==> src/rtl/me_pkg.sv <==
`default_nettype none
// +----------------------------------------------------------------------+
// | me_pkg : shared types and width helpers for the motion-estimation core|
// | Revision: 1.0                                                         |
// +----------------------------------------------------------------------+
package me_pkg;

  typedef enum logic [2:0] {
    ST_IDLE    = 3'd0,
    ST_REQ     = 3'd1,
    ST_RESULT  = 3'd2,
    ST_RELEASE = 3'd3,
    ST_DONE    = 3'd4
  } me_sched_state_t;

  function automatic int sad_w(input int tb_length, input int pe_out_width);
    return $clog2(tb_length * tb_length) + pe_out_width;
  endfunction

  function automatic int mv_w(input int sw_length, input int tb_length);
    return $clog2((sw_length - tb_length + 1) * (sw_length - tb_length + 1));
  endfunction

  function automatic int blk_w(input int num_blocks);
    return (num_blocks > 1) ? $clog2(num_blocks) : 1;
  endfunction

endpackage
`default_nettype wire

==> src/rtl/me_sched_timer.sv <==
`default_nettype none
// +----------------------------------------------------------------------+
// | me_sched_timer : loadable down-counter flagging a handshake timeout  |
// | Revision: 1.0                                                         |
// +----------------------------------------------------------------------+
module me_sched_timer #(
  parameter int unsigned TIMEOUT = 65535,
  localparam int CNT_W = (TIMEOUT > 1) ? $clog2(TIMEOUT) : 1
) (
  input  logic clk,
  input  logic rst,
  input  logic load,
  input  logic en,
  output logic expired
);

  logic [CNT_W-1:0] count;

  // Loading TIMEOUT-1 makes expired rise in the TIMEOUT-th cycle of the state.
  always_ff @(posedge clk or posedge rst) begin
    if (rst) begin
      count <= '0;
    end else if (load) begin
      count <= CNT_W'(TIMEOUT - 1);
    end else if (en && (count != '0)) begin
      count <= count - CNT_W'(1);
    end
  end

  assign expired = (count == '0);

endmodule
`default_nettype wire

==> src/rtl/me_sched.sv <==
`default_nettype none
// +----------------------------------------------------------------------+
// | me_sched : per-block req/ack sequencer with result port and best SAD |
// | Revision: 1.0                                                         |
// +----------------------------------------------------------------------+
module me_sched
  import me_pkg::*;
#(
  parameter int TB_LENGTH    = 16,
  parameter int SW_LENGTH    = 64,
  parameter int PE_OUT_WIDTH = 8,
  parameter int NUM_BLOCKS   = 4,
  parameter int unsigned TIMEOUT = 65535,
  localparam int SAD_W = sad_w(TB_LENGTH, PE_OUT_WIDTH),
  localparam int MV_W  = mv_w(SW_LENGTH, TB_LENGTH),
  localparam int BLK_W = blk_w(NUM_BLOCKS)
) (
  input  logic             clk,
  input  logic             rst,
  input  logic             start,
  input  logic             abort,
  input  logic [SAD_W-1:0] threshold,
  output logic             me_req,
  output logic [SAD_W-1:0] me_threshold,
  input  logic             me_ack,
  input  logic [SAD_W-1:0] me_min_sad,
  input  logic [MV_W-1:0]  me_min_mvec,
  output logic [BLK_W-1:0] blk_idx,
  output logic             res_valid,
  input  logic             res_ready,
  output logic [SAD_W-1:0] res_sad,
  output logic [MV_W-1:0]  res_mvec,
  output logic [BLK_W-1:0] res_blk,
  output logic [SAD_W-1:0] best_sad,
  output logic [BLK_W-1:0] best_blk,
  output logic             busy,
  output logic             done,
  output logic             err
);

  me_sched_state_t state, next_state;
  logic capture, abort_take, tmo_hit, expired, aborted, last_blk;

  assign last_blk = (blk_idx == BLK_W'(NUM_BLOCKS - 1));

  me_sched_timer #(.TIMEOUT(TIMEOUT)) u_timer (
    .clk     (clk),
    .rst     (rst),
    .load    (next_state != state),
    .en      ((state == ST_REQ) || (state == ST_RELEASE)),
    .expired (expired)
  );

  always_ff @(posedge clk or posedge rst) begin
    if (rst) state <= ST_IDLE;
    else     state <= next_state;
  end

  always_comb begin
    next_state = state;
    capture    = 1'b0;
    abort_take = 1'b0;
    tmo_hit    = 1'b0;
    case (state)
      ST_IDLE: if (start) next_state = ST_REQ;
      ST_REQ: begin
        if (abort) begin
          next_state = ST_RELEASE;
          abort_take = 1'b1;
        end else if (me_ack) begin
          next_state = ST_RESULT;
          capture    = 1'b1;
        end else if (expired) begin
          next_state = ST_DONE;
          tmo_hit    = 1'b1;
        end
      end
      ST_RESULT: begin
        if (abort) begin
          next_state = ST_RELEASE;
          abort_take = 1'b1;
        end else if (res_ready) begin
          next_state = ST_RELEASE;
        end
      end
      ST_RELEASE: begin
        if (!me_ack) begin
          next_state = (aborted || abort || last_blk) ? ST_DONE : ST_REQ;
        end else if (expired) begin
          next_state = ST_DONE;
          tmo_hit    = 1'b1;
        end
      end
      ST_DONE: next_state = ST_IDLE;
      default: next_state = ST_IDLE;
    endcase
  end

  // Handshake outputs are decoded from next_state so they stay registered.
  always_ff @(posedge clk or posedge rst) begin
    if (rst) begin
      me_req       <= 1'b0;
      res_valid    <= 1'b0;
      busy         <= 1'b0;
      done         <= 1'b0;
      err          <= 1'b0;
      aborted      <= 1'b0;
      me_threshold <= '0;
      blk_idx      <= '0;
      res_sad      <= '0;
      res_mvec     <= '0;
      res_blk      <= '0;
      best_sad     <= '1;
      best_blk     <= '0;
    end else begin
      me_req    <= (next_state == ST_REQ) || (next_state == ST_RESULT);
      res_valid <= (next_state == ST_RESULT);
      busy      <= (next_state != ST_IDLE);
      done      <= (next_state == ST_DONE);

      if ((state == ST_IDLE) && start) begin
        me_threshold <= threshold;
        blk_idx      <= '0;
        best_sad     <= '1;
        best_blk     <= '0;
        err          <= 1'b0;
        aborted      <= 1'b0;
      end

      if (capture) begin
        res_sad  <= me_min_sad;
        res_mvec <= me_min_mvec;
        res_blk  <= blk_idx;
        // Strict compare: on a tie the earlier block keeps the title.
        if (me_min_sad < best_sad) begin
          best_sad <= me_min_sad;
          best_blk <= blk_idx;
        end
      end

      if (abort_take) aborted <= 1'b1;
      if (tmo_hit)    err     <= 1'b1;

      if ((state == ST_RELEASE) && (next_state == ST_REQ)) begin
        blk_idx <= blk_idx + BLK_W'(1);
      end
    end
  end

endmodule
`default_nettype wire

==> config.mk <==
export PLATFORM = sky130hd
export DESIGN_NAME = me_sched
export DESIGN_NICKNAME = d
export VERILOG_FILES = /design/src/rtl/me_pkg.sv /design/src/rtl/me_sched_timer.sv /design/src/rtl/me_sched.sv
export SDC_FILE = /design/constraint.sdc
export NUM_CORES = 1
export LEC_CHECK = 0
export BUFFER_PORTS_ARGS = -buffer_cell sky130_fd_sc_hd__buf_2
export CAP_MARGIN = 30
export CORE_MARGIN = 5
export CORE_UTILIZATION = 30
export DETAILED_ROUTE_END_ITERATION = 6
export PLACE_DENSITY = 0.62
export SETUP_SLACK_MARGIN = 0.1
export SYNTH_ARGS = -nofsm -noshare
export SYNTH_HDL_FRONTEND = slang
export SYNTH_HIERARCHICAL = 1
export SYNTH_SLANG_ARGS = --single-unit
==> constraint.sdc <==
create_clock -name clk -period 5 [get_ports clk]
set_clock_uncertainty 0.2 [all_clocks]
set_input_delay 0.75 -clock clk [delete_from_list [all_inputs] [get_ports clk]]
set_output_delay 0.75 -clock clk [all_outputs]
set_load 0.02 [all_outputs]
==> impl_metrics.py, run 1 <==
metrics = {
    "clock_network": {
        "cts_buffers": 9,
        "cts_sinks": 91,
        "cts_tree": "built",
        "ctsResizeCount": 0,
        "cts_setup_buffers": 0,
        "clockBufferDepth": 2,
        "hold_buffers": 0,
        "root_buffer": "clkbuf_16",
        "h-tree-depth": 3,
        "clkLatencyLatePin_ns": 0.34,
        "cts.clk_slew.worst_paths_ns": 0.07,
    },
    "worst_hold_path": {
        "whs_path_depth": 1,
        "hold_start": "err",
        "hold_class": "reg2reg",
    },
    "worst_setup_path": {
        "crit_end": "best_blk[1]",
        "cp_max_fo": 31,
        "cp.arrival_ns": 3.54,
        "r2r_end": "best_blk[1]",
        "reg2reg_depth": 6,
        "critPathRequiredTime_ns": 5.02,
        "criticalPathCategory": "reg2reg",
        "r2r_setup_slack_ns": 1.48,
        "r2r_start": "state[0]",
        "cp-startpoint": "state[0]",
        "crit_path_end_kind": "flip-flop",
        "worst_setup_path_start_kind": "flip-flop",
    },
    "placement": {
        "dp_slack_ns": 1.265,
        "dp_hpwl_mm": 7.908,
        "port_buffers": 120,
        "dp_cells": 658,
        "gp_congestion": 0.8563,
    },
    "synth": {
        "syn_inst": 369,
        "async_reset_ff_frac": 1.000,
        "yosysSeqAreaShare": 0.5226,
        "avgSynthCellArea_um2": 11.91,
        "synthTopCellsByArea": "dfrtp_1 43%, mux2_2 12%, dfstp_2 9.6%",
        "synth_edf_count": 0,
        "syn_area_um2": 4395,
        "synth_ff_type": "dfrtp_1",
        "yosysTopAreaCell": "dfrtp_1",
        "yosys_warnings": 6,
        "synth_top_area_share": 0.4270,
        "synth_cell_types": 54,
        "ys_ff_latch": 91,
        "syn_nets": 436,
    },
    "die": {
        "design.die.area_um2": 17170,
        "num_rows": 44,
        "fp.dieH_um": 131.0,
        "num_io_pins": 121,
        "die_w_um": 131.0,
        "start_util": 0.3036,
        "core_area_um2": 14480,
    },
    "timing": {
        "worst_slack_ns": 1.479,
        "worstMarginPinSlew_ns": 0.8742,
        "finalCritPeriodShare": 0.7042,
        "hold_slack_ns": 0.2740,
        "fin_setup_tns_ns": 0,
        "max_slew_margin": 0.4165,
        "setup_viol": 0,
        "hold_violations": 0,
        "rsz0062_at_grt": "false",
        "max_freq_mhz": 284.0,
        "final-max-slew-violation-count": 0,
        "post-route-min-period_ns": 3.521,
    },
    "flow_run": {
        "maxCapViolCount": 0,
    },
    "grt": {
        "grt_first_pass_wirelength_mm": 16.73,
        "antenna_found_initial": 0,
        "grt_pass1_vias": 3381,
        "gr-total-overflow": 0,
        "grt_start_max_net_pins": 40,
        "grt_use_total": 0.1240,
    },
    "pwr": {
        "worst_ir_drop_vdd_v": 0.0001807,
        "intPower_uw": 2077,
        "p_sw_uw": 1336,
        "power.density_nw_per_um2": 623.1,
        "seqPwrFrac": 0.368,
        "combPwrFrac": 0.422,
        "swShare": 0.3915,
        "clock_power_share": 0.210,
        "leakage_uw": 0.002561,
    },
    "layout": {
        "final_cell_mix": "120 x buf_2, 75 x dfrtp_1, 47 x mux2_2",
        "drive_above_1_share": 0.4408,
        "antennaDiodeCount": 0,
        "fin_cells": 674,
        "mostFrequentLayoutCell": "buf_2",
        "nNetsFinal": 552,
        "syn2layout_area_growth_pct": 24.62,
        "utilization": 0.3783,
    },
    "detailed_routing": {
        "vias_per_cell": 5.101,
        "totalWireLength_mm": 10.80,
        "drtIter0Drc": 250,
        "post_drt_wl_per_cell_um": 16.03,
        "postRouteAntennaNets": 0,
        "route.detailed.drc": 0,
        "dr.pass1.iters": 5,
        "vias": 3438,
    },
    "run_status": {
        "status": "completed",
    },
}
-- synth_stat cells, drive strengths merged, types with 2 or more instances --
library cell	number
a31o	2
ha	17
a211oi	2
a21oi	6
o21ai	11
or3b	3
or4	4
and2	4
or3	6
buf	6
nand2	11
o211ai	4
dfrtp	75
nor2b	4
nand4	4
nor3	8
clkbuf	13
nor2	15
mux2i	4
nand2b	2
o31ai	2
inv	26
a211o	2
nand3b	3
or2	2
a2111oi	17
dfstp	16
nand4b	2
nor4	2
nand3	11
a31oi	16
and4	3
a21o	2
a2111o	2
and3	3
mux2	50
-- final cells by class --
cell class	instances	area [um^2]
Inverter	26	97.59
Fill cell	1422	9001
Timing Repair Buffer	124	630.6
Clock inverter	6	87.58
Clock buffer	10	229.0
Multi-Input combinational cell	233	1906
Tap cell	184	230.2
Sequential cell	91	2297
-- worst min-delay path by stage --
stage / slack, ns / endpoint
after detailed placement: 0.27 / err
final: 0.27 / err
after floorplan: 0.27 / u_timer/count[9]
after CTS: 0.28 / err
after global placement: 0.26 / err
after global routing: 0.31 / err
-- power by group through the flow --
| stage | combinational [uW] | sequential, uW | clock [uW] |
|---|---|---|---|
| finish | 1440 | 1260 | 716 |
| global route | 1580 | 1300 | 776 |
| CTS | 1470 | 1260 | 744 |
| detailed placement | 1460 | 1270 | 0 |
| global placement | 1420 | 1260 | 0 |
| floorplan | 638 | 1600 | 0 |
-- worst max-delay path, cell delays in order (launching register included) --
cell and delay (ns):
dfrtp_1 0.46, and2b_1 0.52, nand3_2 0.12, buf_4 0.29, or4_1 0.80, a211o_1 0.60
mux2_4 0.40
-- cell families after synthesis --
group | count (synthesis) | synth area share
mux | 54 | 0.1389
buf+inv | 45 | 0.04498
compound gates | 70 | 0.1156
simple gates | 91 | 0.1275
xor+xnor | 1 | 0.001993
fa+ha+maj | 17 | 0.04839
flops | 91 | 0.5226
-- flip-flops by register name (all words and copies together), names as in the netlist, 2 cells and up --
name	flops
res_sad	16
best_blk	2
me_threshold	16
res_blk	2
state	3
res_mvec	12
blk_idx	2
u_timer/count	16
best_sad	16
-- metal layers --
metal	track usage	up-vias	wire length, um
li1	-	1603	-
met1	0.1562	1707	4510
met2	0.1992	111	5232
met3	0.03415	17	844
met4	0.05445	0	215
met5	0	-	0
-- metrics by stage --
stage | area [um^2] | power [uW]
after global placement | 5161 | 2682
final | 5478 | 3413
after detailed placement | 5161 | 2733
after floorplan | 4395 | 2233
after global routing | 5478 | 3646
after CTS | 5478 | 3469
(Power assumes the default switching activity.)
==> run 2: changes to the inputs <==
clock period = 3.45 ns   (was 5 ns; I/O delays follow)
==> impl_metrics.py, run 2 (synthesis gave the netlist of run 1 again) <==
metrics = {
    "timing": {
        "final-max-slew-violation-count": 0,
        "rsz0062_at_grt": "false",
        "max_freq_mhz": 336.1,
        "post-route-min-period_ns": 2.975,
        "finalCritPeriodShare": 0.8623,
        "fin_setup_tns_ns": 0,
        "setup_viol": 0,
        "worstMarginPinSlew_ns": 0.7004,
        "hold_violations": 0,
        "max_slew_margin": 0.5324,
    },
    "worst_setup_path": {
        "worst_setup_path_start_kind": "flip-flop",
        "cp.arrival_ns": 3.00,
        "reg2reg_depth": 11,
        "cp_slowest_cell": "nand4b_1",
        "critPathRequiredTime_ns": 3.48,
        "cp_max_fo": 11,
        "crit_path_end_kind": "flip-flop",
        "max_stage_delay_ns": 0.47,
        "r2r_setup_slack_ns": 0.48,
        "criticalPathCategory": "reg2reg",
        "path_cells": "inv_1 -> ha_1 -> nor4b_4 -> and2_1 -> and3_1 -> nand2_1 -> a21oi_1 -> a31o_2 -> nand4b_1 -> buf_4 -> o31a_1",
    },
    "run_status": {
        "status": "completed",
    },
    "clock_network": {
        "clkLatencyLatePin_ns": 0.34,
        "hold_buffers": 0,
        "h-tree-depth": 3,
        "cts_buffers": 9,
        "root_buffer": "clkbuf_16",
        "ctsResizeCount": 0,
        "cts.clk_slew.worst_paths_ns": 0.07,
        "clockBufferDepth": 2,
        "cts_tree": "built",
        "cts_setup_buffers": 0,
        "cts_sinks": 91,
    },
    "grt": {
        "gr-total-overflow": 0,
        "grt_first_pass_wirelength_mm": 17.73,
        "grt_start_max_net_pins": 47,
        "grt_use_total": 0.1315,
        "grt_pass1_vias": 3539,
        "antenna_found_initial": 1,
    },
    "placement": {
        "port_buffers": 120,
        "gp_congestion": 0.8000,
        "place_area_um2": 5226,
        "dp_hpwl_mm": 8.372,
    },
    "die": {
        "fp.dieH_um": 131.0,
        "start_util": 0.3036,
        "core_area_um2": 14480,
        "die_w_um": 131.0,
        "num_rows": 44,
        "num_io_pins": 121,
        "design.die.area_um2": 17170,
    },
    "layout": {
        "syn2layout_area_growth_pct": 27.13,
        "final_cell_mix": "120 x buf_2, 75 x dfrtp_1, 47 x mux2_2",
        "nNetsFinal": 559,
        "fin_area_um2": 5588,
        "mostFrequentLayoutCell": "buf_2",
        "drive_above_1_share": 0.4507,
        "antennaDiodeCount": 0,
    },
    "detailed_routing": {
        "vias": 3481,
        "vias_per_cell": 5.112,
        "postRouteAntennaNets": 0,
        "dr.pass1.iters": 4,
        "totalWireLength_mm": 11.23,
        "post_drt_wl_per_cell_um": 16.49,
        "drtIter0Drc": 246,
        "route.detailed.drc": 0,
    },
    "pwr": {
        "worst_ir_drop_vdd_v": 0.0002961,
        "power.density_nw_per_um2": 917.3,
        "leakage_uw": 0.002620,
    },
    "flow_run": {
        "maxCapViolCount": 0,
    },
    "worst_hold_path": {
        "hold_class": "in2async",
    },
}
[run 2: changes by cell type in the layout (fill, tap and decap cells not counted), sizes merged]
| cell | previous run | this run |
|---|---|---|
| buf | 124 | 131 |
| bufinv | 2 | 3 |
| clkbuf | 10 | 12 |
| clkinv | 3 | 1 |
| inv | 27 | 26 |
[run 2: layout make-up]
class,instances,area [um^2]
clock buffer,12,266.5
clock inverter,4,95.09
fill,1388,8891
inverter,26,97.59
multi-input combinational,233,1906
sequential,91,2297
tap,184,230.2
timing repair buffer,131,695.7
[run 2: where the power goes]
group	internal, uW	switching (uW)	total [uW]
clock	766	405	1170
sequential	1570	253	1820
combinational	837	1290	2130
total	3170	1950	5130
[run 2: final timing paths]
path                                  start           endpoint
min in group clk             me_min_mvec[2]        res_mvec[2]
setup / recovery           u_timer/count[0]   u_timer/count[7]
hold / removal                          rst  u_timer/count[13]
hold reg to reg            me_threshold[13]   me_threshold[13]
setup reg to reg           u_timer/count[0]   u_timer/count[7]
max in group asynchronous               rst       best_sad[12]
[run 2: critical path: cells and delay by family, from the launching register on]
kind            cells  cell delay (ns)
fa+ha+maj           1             0.21
simple gates        5             1.10
buf+inv             2             0.38
compound gates      3             0.58
flops               1             0.39
[run 2: per-layer routing]
| layer | GRT usage | vias to the layer above | share of wire |
|---|---|---|---|
| met5 | 0 | - | 0.00062 |
| met4 | 0.05324 | 2 | 0.016 |
| li1 | - | 1625 | - |
| met3 | 0.02967 | 18 | 0.079 |
| met2 | 0.2198 | 105 | 0.49 |
| met1 | 0.1644 | 1731 | 0.42 |
[run 2: per-stage QoR]
stage | util | hold WS, ns | setup WS [ns] | cells | power, uW
2_1_floorplan | - | 0.2312 | 0.5350 | 369 | 3236
3_3_place_gp | 0.3610 | 0.2815 | 0.4957 | 665 | 3928
3_5_place_dp | 0.3610 | 0.2870 | 0.4374 | 665 | 4001
4_1_cts | 0.3859 | 0.09815 | 0.4666 | 681 | 5192
5_1_grt | 0.3859 | 0.1406 | 0.2865 | 681 | 5468
6_report | 0.3859 | 0.09053 | 0.4751 | 681 | 5126
